[config.mk]
export PLATFORM = sky130hd
export DESIGN_NAME = bp_bht_ctrl
export DESIGN_NICKNAME = d
export VERILOG_FILES = /design/src/rtl/bp_bht_ctrl.sv
export SDC_FILE = /design/constraint.sdc
export NUM_CORES = 1
export LEC_CHECK = 0
export CORE_UTILIZATION = 53
export CTS_CLUSTER_DIAMETER = 200
export DETAILED_ROUTE_END_ITERATION = 12
export HOLD_SLACK_MARGIN = 0.08
export PLACE_DENSITY = 0.85
export SYNTH_ARGS = -nofsm -noshare
export SYNTH_HDL_FRONTEND = slang
export SYNTH_SLANG_ARGS = --single-unit
[constraint.sdc]
create_clock -name clk -period 7.4 [get_ports clk]
set_clock_uncertainty 0.1 [all_clocks]
set_input_delay 1.11 -clock clk [delete_from_list [all_inputs] [get_ports clk]]
set_output_delay 1.11 -clock clk [all_outputs]
set_load 0.005 [all_outputs]
[src/rtl/bp_bht_ctrl.sv]
`default_nettype none
// ============================================================================
// Module   : bp_bht_ctrl
// Brief    : Fetch-stage branch direction predictor: a table of 2-bit saturating
//            counters, registered next-PC prediction, training and redirects.
// Revision : 1.0 - initial release
// ============================================================================
module bp_bht_ctrl #(
    parameter int         BHT_ENTRIES = 64,
    parameter logic [1:0] INIT_CTR    = 2'b01
) (
    input  logic        clk,
    input  logic        rst,
    output logic        bp_ready,
    input  logic        fe_valid,
    input  logic [31:0] fe_pc,
    input  logic        dec_is_branch,
    input  logic [31:0] dec_target,
    output logic        pred_valid,
    output logic        pred_taken,
    output logic [31:0] pred_npc,
    input  logic        upd_valid,
    input  logic [31:0] upd_pc,
    input  logic        upd_taken,
    input  logic [31:0] upd_target,
    input  logic        upd_pred_taken,
    output logic        redirect_valid,
    output logic [31:0] redirect_pc
);

    localparam int                 c_IDX_W    = $clog2(BHT_ENTRIES);
    localparam logic [c_IDX_W-1:0] c_LAST_IDX = c_IDX_W'(BHT_ENTRIES - 1);
    localparam logic [0:0]         c_ST_INIT  = 1'b0;
    localparam logic [0:0]         c_ST_RUN   = 1'b1;

    logic [0:0]         r_state;
    logic [0:0]         w_state_nxt;
    logic [c_IDX_W-1:0] r_init_idx;
    logic [c_IDX_W-1:0] w_init_idx_nxt;
    logic [1:0]         r_ctr [BHT_ENTRIES];

    logic               r_pred_valid;
    logic               r_pred_taken;
    logic [31:0]        r_pred_npc;
    logic               r_redirect_valid;
    logic [31:0]        r_redirect_pc;

    logic               w_run;
    logic               w_mispredict;
    logic               w_lookup;
    logic               w_pred_taken;
    logic [31:0]        w_pred_npc;
    logic [c_IDX_W-1:0] w_lu_idx;
    logic [c_IDX_W-1:0] w_up_idx;
    logic [1:0]         w_up_ctr;
    logic [1:0]         w_up_ctr_nxt;

    assign w_run    = (r_state == c_ST_RUN);
    assign w_lu_idx = fe_pc[c_IDX_W+1:2];
    assign w_up_idx = upd_pc[c_IDX_W+1:2];

    // A mispredict squashes the same-cycle lookup: that fetch is wrong-path.
    assign w_mispredict = w_run & upd_valid & (upd_taken != upd_pred_taken);
    assign w_lookup     = w_run & fe_valid & ~w_mispredict;

    // Lookup reads the table before this cycle's update lands.
    assign w_pred_taken = dec_is_branch & r_ctr[w_lu_idx][1];
    assign w_pred_npc   = w_pred_taken ? dec_target : fe_pc + 32'd4;

    always_ff @(posedge clk) begin
        if (rst) begin
            r_state    <= c_ST_INIT;
            r_init_idx <= '0;
        end else begin
            r_state    <= w_state_nxt;
            r_init_idx <= w_init_idx_nxt;
        end
    end

    always_comb begin
        w_state_nxt    = r_state;
        w_init_idx_nxt = r_init_idx;
        if (r_state == c_ST_INIT) begin
            w_init_idx_nxt = r_init_idx + c_IDX_W'(1);
            if (r_init_idx == c_LAST_IDX) begin
                w_state_nxt    = c_ST_RUN;
                w_init_idx_nxt = '0;
            end
        end
    end

    always_comb begin
        w_up_ctr     = r_ctr[w_up_idx];
        w_up_ctr_nxt = w_up_ctr;
        if (upd_taken) begin
            if (w_up_ctr != 2'b11) w_up_ctr_nxt = w_up_ctr + 2'd1;
        end else begin
            if (w_up_ctr != 2'b00) w_up_ctr_nxt = w_up_ctr - 2'd1;
        end
    end

    // Table contents are established by the init walk, so no reset is needed.
    always_ff @(posedge clk) begin
        if (!rst) begin
            if (!w_run) begin
                r_ctr[r_init_idx] <= INIT_CTR;
            end else if (upd_valid) begin
                r_ctr[w_up_idx] <= w_up_ctr_nxt;
            end
        end
    end

    always_ff @(posedge clk) begin
        if (rst) begin
            r_pred_valid     <= 1'b0;
            r_pred_taken     <= 1'b0;
            r_pred_npc       <= '0;
            r_redirect_valid <= 1'b0;
            r_redirect_pc    <= '0;
        end else begin
            r_pred_valid     <= w_lookup;
            r_redirect_valid <= w_mispredict;
            if (w_lookup) begin
                r_pred_taken <= w_pred_taken;
                r_pred_npc   <= w_pred_npc;
            end
            if (w_mispredict) begin
                r_redirect_pc <= upd_taken ? upd_target : upd_pc + 32'd4;
            end
        end
    end

    assign bp_ready       = w_run;
    assign pred_valid     = r_pred_valid;
    assign pred_taken     = r_pred_taken;
    assign pred_npc       = r_pred_npc;
    assign redirect_valid = r_redirect_valid;
    assign redirect_pc    = r_redirect_pc;

endmodule
`default_nettype wire

# After elaboration in Yosys (flattened, before gate mapping)
# Memory sizes are Yosys's and may differ from the RTL's.
# Index checks and enable logic that the tools add are counted.
dict set report word_totals {
  register_bits 74
  mem_bits_rw 128
  output_inout_bits 68
  mem_count 1
}
# name words word_bits rd rd_clocked_by_memory_dff wr line
set memory_table {}
lappend memory_table {r_ctr 64 2 2 0 1 40} ;# logic [1:0] r_ctr [BHT_ENTRIES];
dict set report classes {
  n_addsub 5
  eq_ne 3
  n_mux 18
  bitwise 6
  n_reduce_logical 2
}
# cell n
set op_table {}
lappend op_table {{$add A32 B3 Y32 const B} 2}
lappend op_table {{$mux W32} 2}
lappend op_table {{$mux W6} 2}
lappend op_table {{$mux W1} 10}
lappend op_table {{$mux W2} 4}
lappend op_table {{$add A6 B1 Y6 const B} 1}
lappend op_table {{$eq A6 B6 Y1 const B} 1}
lappend op_table {{$and A1 B1 Y1} 5}
lappend op_table {{$add A2 B1 Y2 const B} 1}
lappend op_table {{$ne A2 B2 Y1 const B} 1}
lappend op_table {{$reduce_bool A2 Y1} 1}
lappend op_table {{$reduce_or A2 Y1} 1}
lappend op_table {{$sub A2 B1 Y2 const B} 1}
lappend op_table {{$ne A1 B1 Y1} 1}
lappend op_table {{$not A1 Y1} 1}

# Depth between registers and ports, before layout
dict set report depth {
  word_depth 6
  ltp_mapped 11
  ltp_nobuf 8
}

# Worst setup path after synthesis
# OpenSTA, ideal clock, no wires.
dict set report synth_path {
  path_kind {input port to flip-flop}
  from {input port upd_pc[2]}
  to {memory r_ctr[0][0], data pin}
  arrival_time_ns 5.041
  slack_ns 1.578
  path_stages 8
  path_cell_list {buf_6 buf_6 nor3b_1 a221oi_1 o211a_1 a311oi_1 nor4_1 nor3_1}
}
dict set report synth_via {
  elab_chain_len 5
  word_cells_on_any_way 9
  cone_classes {add/sub (2); eq/ne (1); mux (4); reduce/logical (1); memory (1)}
}
# item line
set synth_rtl {}
lappend synth_rtl {{start, declared} 23} ;# input logic [31:0] upd_pc,
lappend synth_rtl {{$mem_v2 Z64 W2 *} n/a}
lappend synth_rtl {{$sub A2 B1 Y2, or another cell as far along} 98} ;# if (w_up_ctr != 2'b00) w_up_ctr_nxt = w_up_ctr - 2'd1;
lappend synth_rtl {{$mux W2, on equally long branches} {98, 96}}
lappend synth_rtl {{$mux W2 *} 95} ;# if (upd_taken) begin
lappend synth_rtl {{$mux W2 (no line) *} n/a}
lappend synth_rtl {{end, declared} 40}
# Mark *: on every way between the ends. The rest lies on a longest branch, timed or not.

# Worst setup path after layout
dict set report layout_path {
  from {input port upd_pc[5]}
  to {memory r_ctr[48][0], data pin}
}
# The elaborated chain is that of the path after synthesis.

==> summary.md <==
| Metric | Value |
|---|---|
| Status | `finished, final reports clean` |
| Post-synth ARST share | `0` |
| Post-cts sizing count | `0` |
| Diode count | `0` |
| Setup crit end kind | `flop` |
| Top FF cell, synth | `edfxtp_1` |
| Hold buffer count at CTS | `0` |
| Root buf cell | `clkbuf_16` |
| RSZ-0062 raised after global routing | `no` |
| Fin. Hold Viols | `0` |
| Final setup vio count | `0` |
| Period utilisation layout | `0.6824` |
| Leakage | `0.004608 µW` |
| Core Box Area | `19,720 µm²` |
| P&R area growth vs syn | `25.94%` |
| Postcts setup bufs | `0` |
| Psw | `563.2 µW` |
| Dpl hpwl | `20,740 µm` |
| Sequential area share after synthesis | `0.4947` |
| Setup_tns | `0 ns` |
| Die area | `about 21,000 µm²` |
| CTS HTree Levels | `1` |
| Pwr/cell area | `about 190 nW/µm²` |
| I/O Buffers | `a little over 200` |
| DP Area | `~13,000 µm²` |
| First-pass GRT wire length | `44,970 µm` |
| Worst slew margin | `0.2217` |
| Antenna-violating nets left | `0` |
| Antenna violations before repair | `0` |
| Worst Setup Start Kind | `primary input` |
| Mean Syn Cell Area | `approximately 11 µm²` |
| Vias in the first global route | `roughly 8.5k` |
| Flip-flop and latch count after synthesis | `between 200 and 250` |
| Crit path DAT | `about 5.2 ns` |
| Placer congestion estimate | `0.9389` |
| Unique masters post-synth | `71` |
| Initial Util | `0.5460` |
| Sequential cell area | `5325 µm²` |
| Switching part of the total | `0.2224` |
| Share of layout cells above drive strength 1 | `0.09320` |
| Min-delay src | `redirect_pc[6]` |
| Overflow after GRT | `0` |
| Multi-input combinational cell area | `around 5000 µm²` |
| Peak VDD IR | `approximately 0.19 mV` |
| Gate Count Post-Synth | `approximately 1.0k` |
| Combinational share of power | `0.096` |
| Worst-Skew Late Latency | `approximately 0.51 ns` |
| Worst slew pin tran | `1.166 ns` |
| Final wirelength | `~30,000 µm` |
| Max Fclk | `approximately 200 MHz` |
| Seq pwr share | `0.470` |
| RR Startpoint | `bp_ready` |
| DR vias | `slightly below 9k` |
| Syn nets | `~1.1k` |
| Final Slew Violations | `0` |
| Largest net degree at the start of global routing | `65` |
| DRC Markers | `0` |
| Final net count | `between 1k and 1.5k` |
| Total CTS buffers | `22` |
| Global Route Usage Sum | `0.2832` |
| Internal power | `1969 µW` |
| Final Cell Area | `about 14,000 µm²` |
| Yosys warns | `0` |
| First DRT Iteration DRCs | `between 700 and 800` |
| CTS tree | `done` |
| Max_cap viols | `0` |
| Setup CP Type | `in2reg` |
| Avg WL per Cell | `just over 20 µm` |
| # fillers | `roughly 1.4k` |
| Clock tree buffer depth | `3` |
| Rows | `between 50 and 60` |
| Netlist Area Pre-Place | `10,770 µm²` |
| CTS sink cnt | `approximately 200` |
| Clock share of power | `0.434` |
| Critical Path RT | `7.55 ns` |
| Die X-Extent | `approximately 140 µm` |
| I/O pin count | `203` |
| Tmin final | `~5.0 ns` |
| Peak fanout along the critical path | `48` |
| Crit path launch | `upd_pc[5]` |
| Die height | `about 140 µm` |
| Post-DR vias/cell | `roughly 6.1` |
| Detailed Routing Iterations Pass 1 | `6` |
| CTS clk-pin slew, worst paths | `~0.06 ns` |
| Hold WC Path Type | `reg2reg` |
| Number of synthesized flops with an enable pin | `roughly 130` |
-- power groups by stage --
stage / clock network (µW) / logic (µW) / registers [µW]
final: 1100 / 243 / 1190
after CTS: 1110 / 241 / 1190
after detailed placement: 0 / 238 / 1210
after global placement: 0 / 235 / 1210
after global routing: 1150 / 258 / 1190
after floorplan: 0 / 130 / 1210
-- flip-flops by register name, indices dropped and copies added (netlist names) --
register,count
pred_taken,1
pred_npc,32
bp_ready,1
redirect_pc,32
r_init_idx,6
r_ctr,128
pred_valid,1
redirect_valid,1
-- kinds of logic (layout without fill, tap and decap cells) --
| group | count (synthesis) | after routing | share of synthesized area |
|---|---|---|---|
| flops | 202 | 202 | 0.4947 |
| mux | 90 | 90 | 0.1228 |
| xor+xnor | 57 | 57 | 0.04637 |
| simple gates | 403 | 403 | 0.1739 |
| fa+ha+maj | 3 | 3 | 0.003487 |
| buf+inv | 78 | 264 | 0.03754 |
| compound gates | 172 | 172 | 0.1212 |
-- metal layers --
metal,track usage,vias to the layer above,wire length (µm)
met5,0,-,0
met4,0.1191,0,1224
met3,0.05828,93,2667
met2,0.4868,451,14660
met1,0.3453,4220,11510
li1,-,4138,-
-- final timing paths --
| path | end | slack, ns | cells past startpoint |
|---|---|---|---|
| worst max-delay path | r_ctr[48][0] | 2.35 | 8 |
| worst min-delay path | redirect_pc[6] | 0.35 | 2 |
| worst max register to register | r_ctr[36][1] | 3.89 | 5 |
| worst min register to register | redirect_pc[6] | 0.35 | 2 |
-- stage by stage --
| stage | worst slack [ns] | hold WS [ns] | utilization | cells | total power, µW |
|---|---|---|---|---|---|
| 2_1_floorplan | 1.578 | 0.3482 | - | 1005 | 1343 |
| 3_3_place_gp | 2.353 | 0.3390 | 0.6507 | 1416 | 1449 |
| 3_5_place_dp | 1.997 | 0.3452 | 0.6507 | 1416 | 1453 |
| 4_1_cts | 2.485 | 0.3517 | 0.6876 | 1456 | 2542 |
| 5_1_grt | 2.198 | 0.3769 | 0.6876 | 1456 | 2603 |
| 6_report | 2.350 | 0.3533 | 0.6876 | 1456 | 2532 |
-- placed cells by master (no fill, tap or decap), types with 18 or more instances in the layout --
| master | count |
|---|---|
| mux2i_1 | 41 |
| xnor2_1 | 29 |
| nand2_1 | 142 |
| nor2_1 | 105 |
| o211ai_1 | 33 |
| clkdlybuf4s50_1 | 199 |
| dfxtp_1 | 74 |
| xor2_1 | 28 |
| nand3_1 | 39 |
| o311ai_0 | 23 |
| o21ai_0 | 20 |
| clkbuf_16 | 23 |
| a21oi_1 | 18 |
| edfxtp_1 | 128 |
| mux4_2 | 32 |
-- synth_stat cells (all sizes together), types with 11 or more instances --
master,n,area [µm²]
nand2,142,533.0
edfxtp,128,3844
nor2,107,401.6
dfxtp,74,1481
mux2i,41,410.4
nand3,40,212.7
clkbuf,36,136.4
o211ai,35,272.8
mux4,32,720.7
buf,30,222.7
xnor2,29,254.0
xor2,28,245.2
o311ai,26,227.7
o21ai,22,113.9
a21oi,18,90.09
nor3,18,90.09
mux2,17,191.4
nand4,17,106.4
nor4,17,106.4
and3,16,100.1
inv,12,45.04
a31oi,11,68.82
-- critical path: stages --
cell	delay, ns
clkdlybuf4s50_1	0.96
nor3b_1	0.73
a221oi_1	0.21
o211a_1	0.18
a311oi_1	0.42
nor4_1	0.13
nor3_2	0.87
buf_4	0.55
-- cell type report --
type,instances,area share
inverter,12,0.003322
sequential,202,0.3928
tap,265,0.02446
multi-input combinational,725,0.3723
clock buffer,31,0.04688
timing repair buffer,212,0.1536
clock inverter,9,0.006737
Note: power is estimated with default switching activity, not from simulation.
